--- config.mk ---
export PLATFORM = sky130hd
export DESIGN_NAME = mem_arbiter_flat
export DESIGN_NICKNAME = d
export VERILOG_FILES = /design/src/rtl/mem_arb_pkg.sv /design/src/rtl/mem_arb_if.sv /design/src/rtl/mem_arb_grant.sv /design/src/rtl/mem_arbiter.sv /design/src/flat_wrapper.sv
export SDC_FILE = /design/constraint.sdc
export NUM_CORES = 1
export LEC_CHECK = 0
export ABC_AREA = 0
export CAP_MARGIN = 0
export CELL_PAD_IN_SITES_DETAIL_PLACEMENT = 1
export CELL_PAD_IN_SITES_GLOBAL_PLACEMENT = 1
export CORE_MARGIN = 2
export CORE_UTILIZATION = 19
export CTS_BUF_LIST = sky130_fd_sc_hd__clkbuf_4
export DETAILED_ROUTE_END_ITERATION = 7
export HOLD_SLACK_MARGIN = 0.06
export PLACE_DENSITY_LB_ADDON = 0.1
export SLEW_MARGIN = 20
export SYNTH_ARGS = -nofsm -noshare
export SYNTH_HDL_FRONTEND = slang
export SYNTH_HIERARCHICAL = 1
export SYNTH_SLANG_ARGS = --single-unit
--- constraint.sdc ---
create_clock -name clk -period 2.2 [get_ports clk]
set_clock_uncertainty 0.05 [all_clocks]
set_input_delay 0.22 -clock clk [delete_from_list [all_inputs] [get_ports clk]]
set_output_delay 0.22 -clock clk [all_outputs]
set_load 0.01 [all_outputs]
--- src/rtl/mem_arb_pkg.sv ---
// Shared widths, FSM encoding and port identifiers for the memory arbiter.
// GPIO word addresses are listed for reference only; the arbiter forwards them like any other address.
package mem_arb_pkg;

  localparam int ADDR_W = 6;
  localparam int DATA_W = 32;

  localparam logic [ADDR_W-1:0] GPIO_OUT_ADDR = 6'h3e;
  localparam logic [ADDR_W-1:0] GPIO_IN_ADDR  = 6'h3f;

  typedef enum logic [1:0] {
    ST_IDLE   = 2'd0,
    ST_ACCESS = 2'd1,
    ST_RESP   = 2'd2
  } arb_state_t;

  typedef enum logic {
    PORT_CPU = 1'b0,
    PORT_WB  = 1'b1
  } arb_port_t;

endpackage

--- src/rtl/mem_arb_if.sv ---
// Bus bundle for the arbiter: Wishbone slave side, CPU side and the single-port memory side.
// The arbiter uses the slave modport; the environment (requesters + memory) uses master.
interface mem_arb_if;
  import mem_arb_pkg::*;

  logic              wbs_cyc_i;
  logic              wbs_stb_i;
  logic              wbs_we_i;
  logic [31:0]       wbs_adr_i;
  logic [DATA_W-1:0] wbs_dat_i;
  logic [DATA_W-1:0] wbs_dat_o;
  logic              wbs_ack_o;

  logic              cpu_req;
  logic              cpu_we;
  logic [ADDR_W-1:0] cpu_addr;
  logic [DATA_W-1:0] cpu_wdata;
  logic              cpu_ack;
  logic [DATA_W-1:0] cpu_rdata;

  logic              mem_wea;
  logic [ADDR_W-1:0] mem_addra;
  logic [DATA_W-1:0] mem_dina;
  logic [DATA_W-1:0] mem_douta;

  modport slave (
    input  wbs_cyc_i, wbs_stb_i, wbs_we_i, wbs_adr_i, wbs_dat_i,
    output wbs_dat_o, wbs_ack_o,
    input  cpu_req, cpu_we, cpu_addr, cpu_wdata,
    output cpu_ack, cpu_rdata,
    output mem_wea, mem_addra, mem_dina,
    input  mem_douta
  );

  modport master (
    output wbs_cyc_i, wbs_stb_i, wbs_we_i, wbs_adr_i, wbs_dat_i,
    input  wbs_dat_o, wbs_ack_o,
    output cpu_req, cpu_we, cpu_addr, cpu_wdata,
    input  cpu_ack, cpu_rdata,
    input  mem_wea, mem_addra, mem_dina,
    output mem_douta
  );

endinterface

--- src/rtl/mem_arb_grant.sv ---
// Tie-break between the Wishbone and CPU requesters.
// ARB_ROUND_ROBIN_EN: alternate on ties using a last-grant flag; otherwise Wishbone has fixed priority.
module mem_arb_grant
  import mem_arb_pkg::*;
(
  input  logic      clk,
  input  logic      rst,
  input  logic      wb_req,
  input  logic      cpu_req,
  input  logic      grant_en,
  output arb_port_t grant_port
);

`ifdef ARB_ROUND_ROBIN_EN
  arb_port_t last_reg;

  always_ff @(posedge clk) begin
    if (rst) begin
      last_reg <= PORT_CPU;
    end else if (grant_en && (wb_req || cpu_req)) begin
      last_reg <= grant_port;
    end
  end

  always_comb begin
    grant_port = PORT_CPU;
    if (wb_req && cpu_req) begin
      grant_port = (last_reg == PORT_WB) ? PORT_CPU : PORT_WB;
    end else if (wb_req) begin
      grant_port = PORT_WB;
    end
  end
`else
  logic unused_ok;
  assign unused_ok = clk ^ rst ^ grant_en ^ cpu_req;

  always_comb begin
    grant_port = wb_req ? PORT_WB : PORT_CPU;
  end
`endif

endmodule

--- src/rtl/mem_arbiter.sv ---
// Arbitrates a Wishbone slave window and a CPU port onto one single-port memory (IDLE/ACCESS/RESP).
// Optional macro ARB_ROUND_ROBIN_EN selects round-robin tie-break instead of Wishbone priority.
module mem_arbiter
  import mem_arb_pkg::*;
#(
  parameter logic [31:0] BASE_ADDR = 32'h3000_0000
) (
  input logic      clk,
  input logic      rst,
  mem_arb_if.slave bus
);

  arb_state_t state_reg, state_next;
  arb_port_t  owner_reg;
  arb_port_t  grant_port;
  logic       abort_reg;
  logic       wea_reg;
  logic [ADDR_W-1:0] addra_reg;
  logic [DATA_W-1:0] dina_reg;
  logic       wb_hit;
  logic       any_req;
  logic       unused_ok;

  // Byte-lane bits are irrelevant: every access is a full word.
  assign unused_ok = ^bus.wbs_adr_i[1:0];

  assign wb_hit  = bus.wbs_cyc_i & bus.wbs_stb_i & (bus.wbs_adr_i[31:8] == BASE_ADDR[31:8]);
  assign any_req = wb_hit | bus.cpu_req;

  mem_arb_grant u_grant (
    .clk        (clk),
    .rst        (rst),
    .wb_req     (wb_hit),
    .cpu_req    (bus.cpu_req),
    .grant_en   (state_reg == ST_IDLE),
    .grant_port (grant_port)
  );

  always_ff @(posedge clk) begin
    if (rst) begin
      state_reg <= ST_IDLE;
    end else begin
      state_reg <= state_next;
    end
  end

  always_comb begin
    state_next    = state_reg;
    bus.wbs_ack_o = 1'b0;
    bus.cpu_ack   = 1'b0;
    bus.wbs_dat_o = '0;
    bus.cpu_rdata = '0;
    case (state_reg)
      ST_IDLE:   if (any_req) state_next = ST_ACCESS;
      ST_ACCESS: state_next = ST_RESP;
      ST_RESP: begin
        state_next = ST_IDLE;
        if (owner_reg == PORT_WB) begin
          bus.wbs_ack_o = ~abort_reg;
          bus.wbs_dat_o = bus.mem_douta;
        end else begin
          bus.cpu_ack   = 1'b1;
          bus.cpu_rdata = bus.mem_douta;
        end
      end
      default:   state_next = ST_IDLE;
    endcase
  end

  // Memory command is captured at the grant edge so it is stable for the whole ACCESS cycle.
  always_ff @(posedge clk) begin
    if (rst) begin
      wea_reg   <= 1'b0;
      addra_reg <= '0;
      dina_reg  <= '0;
      owner_reg <= PORT_CPU;
      abort_reg <= 1'b0;
    end else begin
      case (state_reg)
        ST_IDLE: begin
          if (any_req) begin
            owner_reg <= grant_port;
            abort_reg <= 1'b0;
            if (grant_port == PORT_WB) begin
              wea_reg   <= bus.wbs_we_i;
              addra_reg <= bus.wbs_adr_i[7:2];
              dina_reg  <= bus.wbs_dat_i;
            end else begin
              wea_reg   <= bus.cpu_we;
              addra_reg <= bus.cpu_addr;
              dina_reg  <= bus.cpu_wdata;
            end
          end
        end
        ST_ACCESS: begin
          wea_reg <= 1'b0;
          if (owner_reg == PORT_WB && !bus.wbs_cyc_i) begin
            abort_reg <= 1'b1;
          end
        end
        default: wea_reg <= 1'b0;
      endcase
    end
  end

  assign bus.mem_wea   = wea_reg;
  assign bus.mem_addra = addra_reg;
  assign bus.mem_dina  = dina_reg;

endmodule

--- src/flat_wrapper.sv ---
// flat-port wrapper written by rule: the top's interface ports become plain ports
module mem_arbiter_flat import mem_arb_pkg::*;
#(
  parameter logic [31:0] BASE_ADDR = 32'h3000_0000
)
  (clk, rst, bus_wbs_cyc_i, bus_wbs_stb_i, bus_wbs_we_i, bus_wbs_adr_i, bus_wbs_dat_i, bus_wbs_dat_o, bus_wbs_ack_o, bus_cpu_req, bus_cpu_we, bus_cpu_addr, bus_cpu_wdata, bus_cpu_ack, bus_cpu_rdata, bus_mem_wea, bus_mem_addra, bus_mem_dina, bus_mem_douta);
  mem_arb_if bus_i ();
  input logic clk;
  input logic rst;
  input wire logic [$bits(bus_i.wbs_cyc_i)-1:0] bus_wbs_cyc_i;
  input wire logic [$bits(bus_i.wbs_stb_i)-1:0] bus_wbs_stb_i;
  input wire logic [$bits(bus_i.wbs_we_i)-1:0] bus_wbs_we_i;
  input wire logic [$bits(bus_i.wbs_adr_i)-1:0] bus_wbs_adr_i;
  input wire logic [$bits(bus_i.wbs_dat_i)-1:0] bus_wbs_dat_i;
  output wire logic [$bits(bus_i.wbs_dat_o)-1:0] bus_wbs_dat_o;
  output wire logic [$bits(bus_i.wbs_ack_o)-1:0] bus_wbs_ack_o;
  input wire logic [$bits(bus_i.cpu_req)-1:0] bus_cpu_req;
  input wire logic [$bits(bus_i.cpu_we)-1:0] bus_cpu_we;
  input wire logic [$bits(bus_i.cpu_addr)-1:0] bus_cpu_addr;
  input wire logic [$bits(bus_i.cpu_wdata)-1:0] bus_cpu_wdata;
  output wire logic [$bits(bus_i.cpu_ack)-1:0] bus_cpu_ack;
  output wire logic [$bits(bus_i.cpu_rdata)-1:0] bus_cpu_rdata;
  output wire logic [$bits(bus_i.mem_wea)-1:0] bus_mem_wea;
  output wire logic [$bits(bus_i.mem_addra)-1:0] bus_mem_addra;
  output wire logic [$bits(bus_i.mem_dina)-1:0] bus_mem_dina;
  input wire logic [$bits(bus_i.mem_douta)-1:0] bus_mem_douta;
  assign bus_i.wbs_cyc_i = bus_wbs_cyc_i;
  assign bus_i.wbs_stb_i = bus_wbs_stb_i;
  assign bus_i.wbs_we_i = bus_wbs_we_i;
  assign bus_i.wbs_adr_i = bus_wbs_adr_i;
  assign bus_i.wbs_dat_i = bus_wbs_dat_i;
  assign bus_wbs_dat_o = bus_i.wbs_dat_o;
  assign bus_wbs_ack_o = bus_i.wbs_ack_o;
  assign bus_i.cpu_req = bus_cpu_req;
  assign bus_i.cpu_we = bus_cpu_we;
  assign bus_i.cpu_addr = bus_cpu_addr;
  assign bus_i.cpu_wdata = bus_cpu_wdata;
  assign bus_cpu_ack = bus_i.cpu_ack;
  assign bus_cpu_rdata = bus_i.cpu_rdata;
  assign bus_mem_wea = bus_i.mem_wea;
  assign bus_mem_addra = bus_i.mem_addra;
  assign bus_mem_dina = bus_i.mem_dina;
  assign bus_i.mem_douta = bus_mem_douta;
  mem_arbiter #(.BASE_ADDR(BASE_ADDR)) u_core (.clk(clk), .rst(rst), .bus(bus_i));
endmodule
==> results by group <==
CTS
  • # H-tree levels: 2
  • CTS tree: done
  • Inserted Clock Buffers: 5
  • Worst skew pair latency: roughly 0.36 ns
  • Sink Count: 43
  • Reg clk slew, reported paths: 0.13 ns
  • CTS Hold Bufs: 0
  • Clock Path Buffers: 2
  • CTS root buf: clkbuf_4

GRT
  • Pin count of the biggest net entering global routing: 34
  • GRT Overall Usage: roughly 15%
  • Vias in the first global route: 3081
  • Gr ovfl total: 0
  • Initial antenna violation count: 1
  • First-pass GRT wire length: approximately 17 mm

STA
  • Final setup vio count: 0
  • Fin crit period: about 2.1 ns
  • Max Clock Freq: ~470 MHz
  • Final hold violation count: 0
  • Max_slew headroom: roughly 71%
  • Tcrit/Tclk final: between 90% and 100%
  • RSZ-0062 raised after global routing: true
  • Least-Margin Pin Slew: 0.431 ns
  • Slew Limit Fails: 0

Floorplan
  • Die height: 123 um
  • FP Rows: 43
  • Die X: ~120 um
  • I/O pins: 246
  • Area of the core: approximately 14000 um^2
  • Total die area: 15000 um^2
  • Initial core utilization: between 10% and 20%

Logic synthesis
  • Synth unique cells: 25
  • Share of the synthesized area in the top cell type: 32.2%
  • Cell Area, Synth: 2670 um^2
  • Top post-synthesis cells by area: dfxtp_1 (32%), mux2_2 (16%), and2_1 (15%)
  • Synth Warn #: 6
  • Area leader, netlist: dfxtp_1
  • Sequential fraction of the synthesis area: around a third
  • Number of synthesized register bits: 43
  • Mapped Avg Cell Area: 8.53 um^2
  • Syn Inst Count: 313
  • Net count after synthesis: 454

Outcome
  • Status: finished, final reports clean

Worst setup path
  • Reg2reg start: u_core/state_reg[1]
  • R2R Setup Slk: approximately 0.41 ns
  • Max Fanout on Critical Path: 8
  • Worst EP required: between 1.5 and 2 ns
  • Crit. End Element: output pin
  • Reg2reg path depth: 5
  • Cell family with the largest share of critical-path delay: buffers and inverters
  • Crit path cell chain: nor3b_4 -> buf_4 -> buf_6 -> and2_1 -> clkdlybuf4s50_1
  • Worst path bufs/invs: 3
  • Setup Crit Path Kind: flop to output pin
  • Reg-to-reg critical path endpoint: u_core/bus.mem_dina[1]
  • Startpoint type of the worst setup path: flop
  • Critical-path top delay cell: clkdlybuf4s50_1
  • Crit path arrival time: 1.88 ns
  • CP peak stage delay: between 0.5 and 0.6 ns

Drt
  • Iter 0 DRT Violations: 58
  • Via density: approximately 4.2
  • Drt first pass iters: 4
  • Via count: between 3000 and 4000
  • Routed len/inst: between 15 and 20 um
  • Final antenna-violating net count: 0
  • # DRC: 0
  • Post-Route WL: around 12 mm

Hold path
  • Hold Path Class: flop to flop
  • Min-delay src: u_core/state_reg[1]
  • Hold depth: 1
  • Worst Hold End: u_core/state_reg[1]

Cells and area
  • Max reg flops: 32
  • Reg area: between 800 and 900 um^2
  • Synth-to-layout area growth: 112%
  • Area occupied by multi-input gates: ~1700 um^2
  • Fillers: 1613
  • Layout cell share with drive strength beyond 1: 13.1%
  • Nets: ~700
  • Final cell utilization of the core: ~40%

Power
  • Pwr/cell area: 334 nW/um^2
  • Total power draw: 0.00189 W
  • Leak pwr: roughly 3.1 nW
  • VDD IR max: roughly 170 uV

Job
  • Max Cap Viol: 0

Placed design
  • Port bufs: 243
  • Gpl congestion: between 0.7 and 0.8
  • Hpwl dp: around 9.5 mm
==> logic make-up (layout without fill, tap and decap cells) <==
family	count (synthesis)	count (layout)	synth area share, %
other cells	0	1	0
buf+inv	25	271	4.36
compound gates	3	3	0.843
flops	43	43	32.2
mux	79	79	31.4
simple gates	163	163	31.1
==> area by class of cell <==
cell class	instances	share of cell area, %
well taps	180	3.98
clock buffers	5	0.663
clock inverters	3	0.265
inverters	2	0.133
repair buffers	261	49.3
multi-input cells	245	30.3
flip-flops and latches	43	15.3
diodes	1	0.0442
==> Yosys cell counts <==
| cell type | n |
|---|---|
| and2_1 | 65 |
| clkbuf_1 | 14 |
| nor3_1 | 2 |
| inv_1 | 1 |
| or4_1 | 2 |
| nor4_1 | 3 |
| nand2_1 | 80 |
| and4_1 | 1 |
| buf_6 | 1 |
| mux2i_1 | 40 |
| and3b_1 | 1 |
| or2_2 | 1 |
| nor3b_1 | 2 |
| a32o_1 | 1 |
| nor4bb_1 | 1 |
| a22oi_1 | 1 |
| mux2_2 | 39 |
| a21oi_1 | 1 |
| nor2b_1 | 2 |
| dfxtp_1 | 43 |
| buf_4 | 4 |
| nand4bb_1 | 1 |
| inv_2 | 1 |
| buf_1 | 4 |
| nor2_1 | 2 |
==> worst max path at each step <==
stage	startpoint	end	slack [ns]	depth (start not counted)
global route	u_core/state_reg[1]	bus_cpu_rdata[1]	-0.06	5
finish	u_core/state_reg[1]	bus_cpu_rdata[14]	0.05	5
detailed placement	bus_wbs_adr_i[18]	u_core/bus.mem_dina[24]	-0.37	8
CTS	u_core/state_reg[1]	bus_cpu_rdata[0]	0.00002	4
global placement	bus_wbs_adr_i[27]	u_core/bus.mem_dina[31]	-0.33	8
floorplan	bus_wbs_adr_i[18]	u_core/bus.mem_addra[0]	0.02	8
==> repair_timing <==
| item | in CTS | in global routing |
|---|---|---|
| endpoints found under the setup margin | 36 | 99 |
| cloned | 0 | 4 |
| buffers inserted | 0 | 3 |
| gates resized for setup | 6 | 64 |
==> metrics by stage <==
step	setup slack [ns]	TNS [ns]	hold slack [ns]	cell area [um^2]	instances
6_report	0.0544	0	0.405	5660	740
5_1_grt	-0.0589	-0.282	0.430	5660	740
4_1_cts	0.0000211	0	0.422	5440	732
3_5_place_dp	-0.365	-12.94	0.404	5390	724
3_3_place_gp	-0.329	-12.03	0.394	5390	724
2_1_floorplan	0.0185	0	0.249	2670	313
==> worst register-to-register path, cell delays in order (launching register included) <==
cell and delay [ns]:
dfxtp_2 0.35, or2_2 0.34, nor4_1 0.35, a22oi_2 0.19, buf_4 0.25, mux2i_1 0.14
==> power breakdown <==
| part | switching, W | internal (W) |
|---|---|---|
| Sequential | 0.0000266 | 0.000831 |
| Combinational | 0.000215 | 0.000425 |
| Clock | 0.000275 | 0.000118 |
==> routing by layer <==
| layer | routed length (um) | part of all wire (%) | vias up | GRT usage (%) |
|---|---|---|---|---|
| met5 | 0 | 0 | - | 0 |
| met4 | 81 | 0.66 | 0 | 3.45 |
| met3 | 1200 | 9.8 | 5 | 5.07 |
| met2 | 6410 | 52 | 141 | 28.0 |
| met1 | 4560 | 37 | 1446 | 15.2 |
| li1 | - | - | 1521 | - |
==> placed cells by master (no fill, tap or decap), drive strengths merged <==
master | Yosys | final
a21oi | 1 | 1
a22oi | 1 | 1
a32o | 1 | 1
and2 | 65 | 65
and3b | 1 | 1
and4 | 1 | 1
buf | 9 | 17
clkbuf | 14 | 6
clkdlybuf4s50 | 0 | 189
clkinv | 0 | 2
clkinvlp | 0 | 1
dfxtp | 43 | 43
diode | 0 | 1
dlygate4sd2 | 0 | 5
dlymetal6s2s | 0 | 49
inv | 2 | 2
mux2 | 39 | 39
mux2i | 40 | 40
nand2 | 80 | 80
nand4bb | 1 | 1
nor2 | 2 | 2
nor2b | 2 | 2
nor3 | 2 | 2
nor3b | 2 | 2
nor4 | 3 | 3
nor4bb | 1 | 1
or2 | 1 | 1
or4 | 2 | 2
Power figures use the tool's default switching activity.
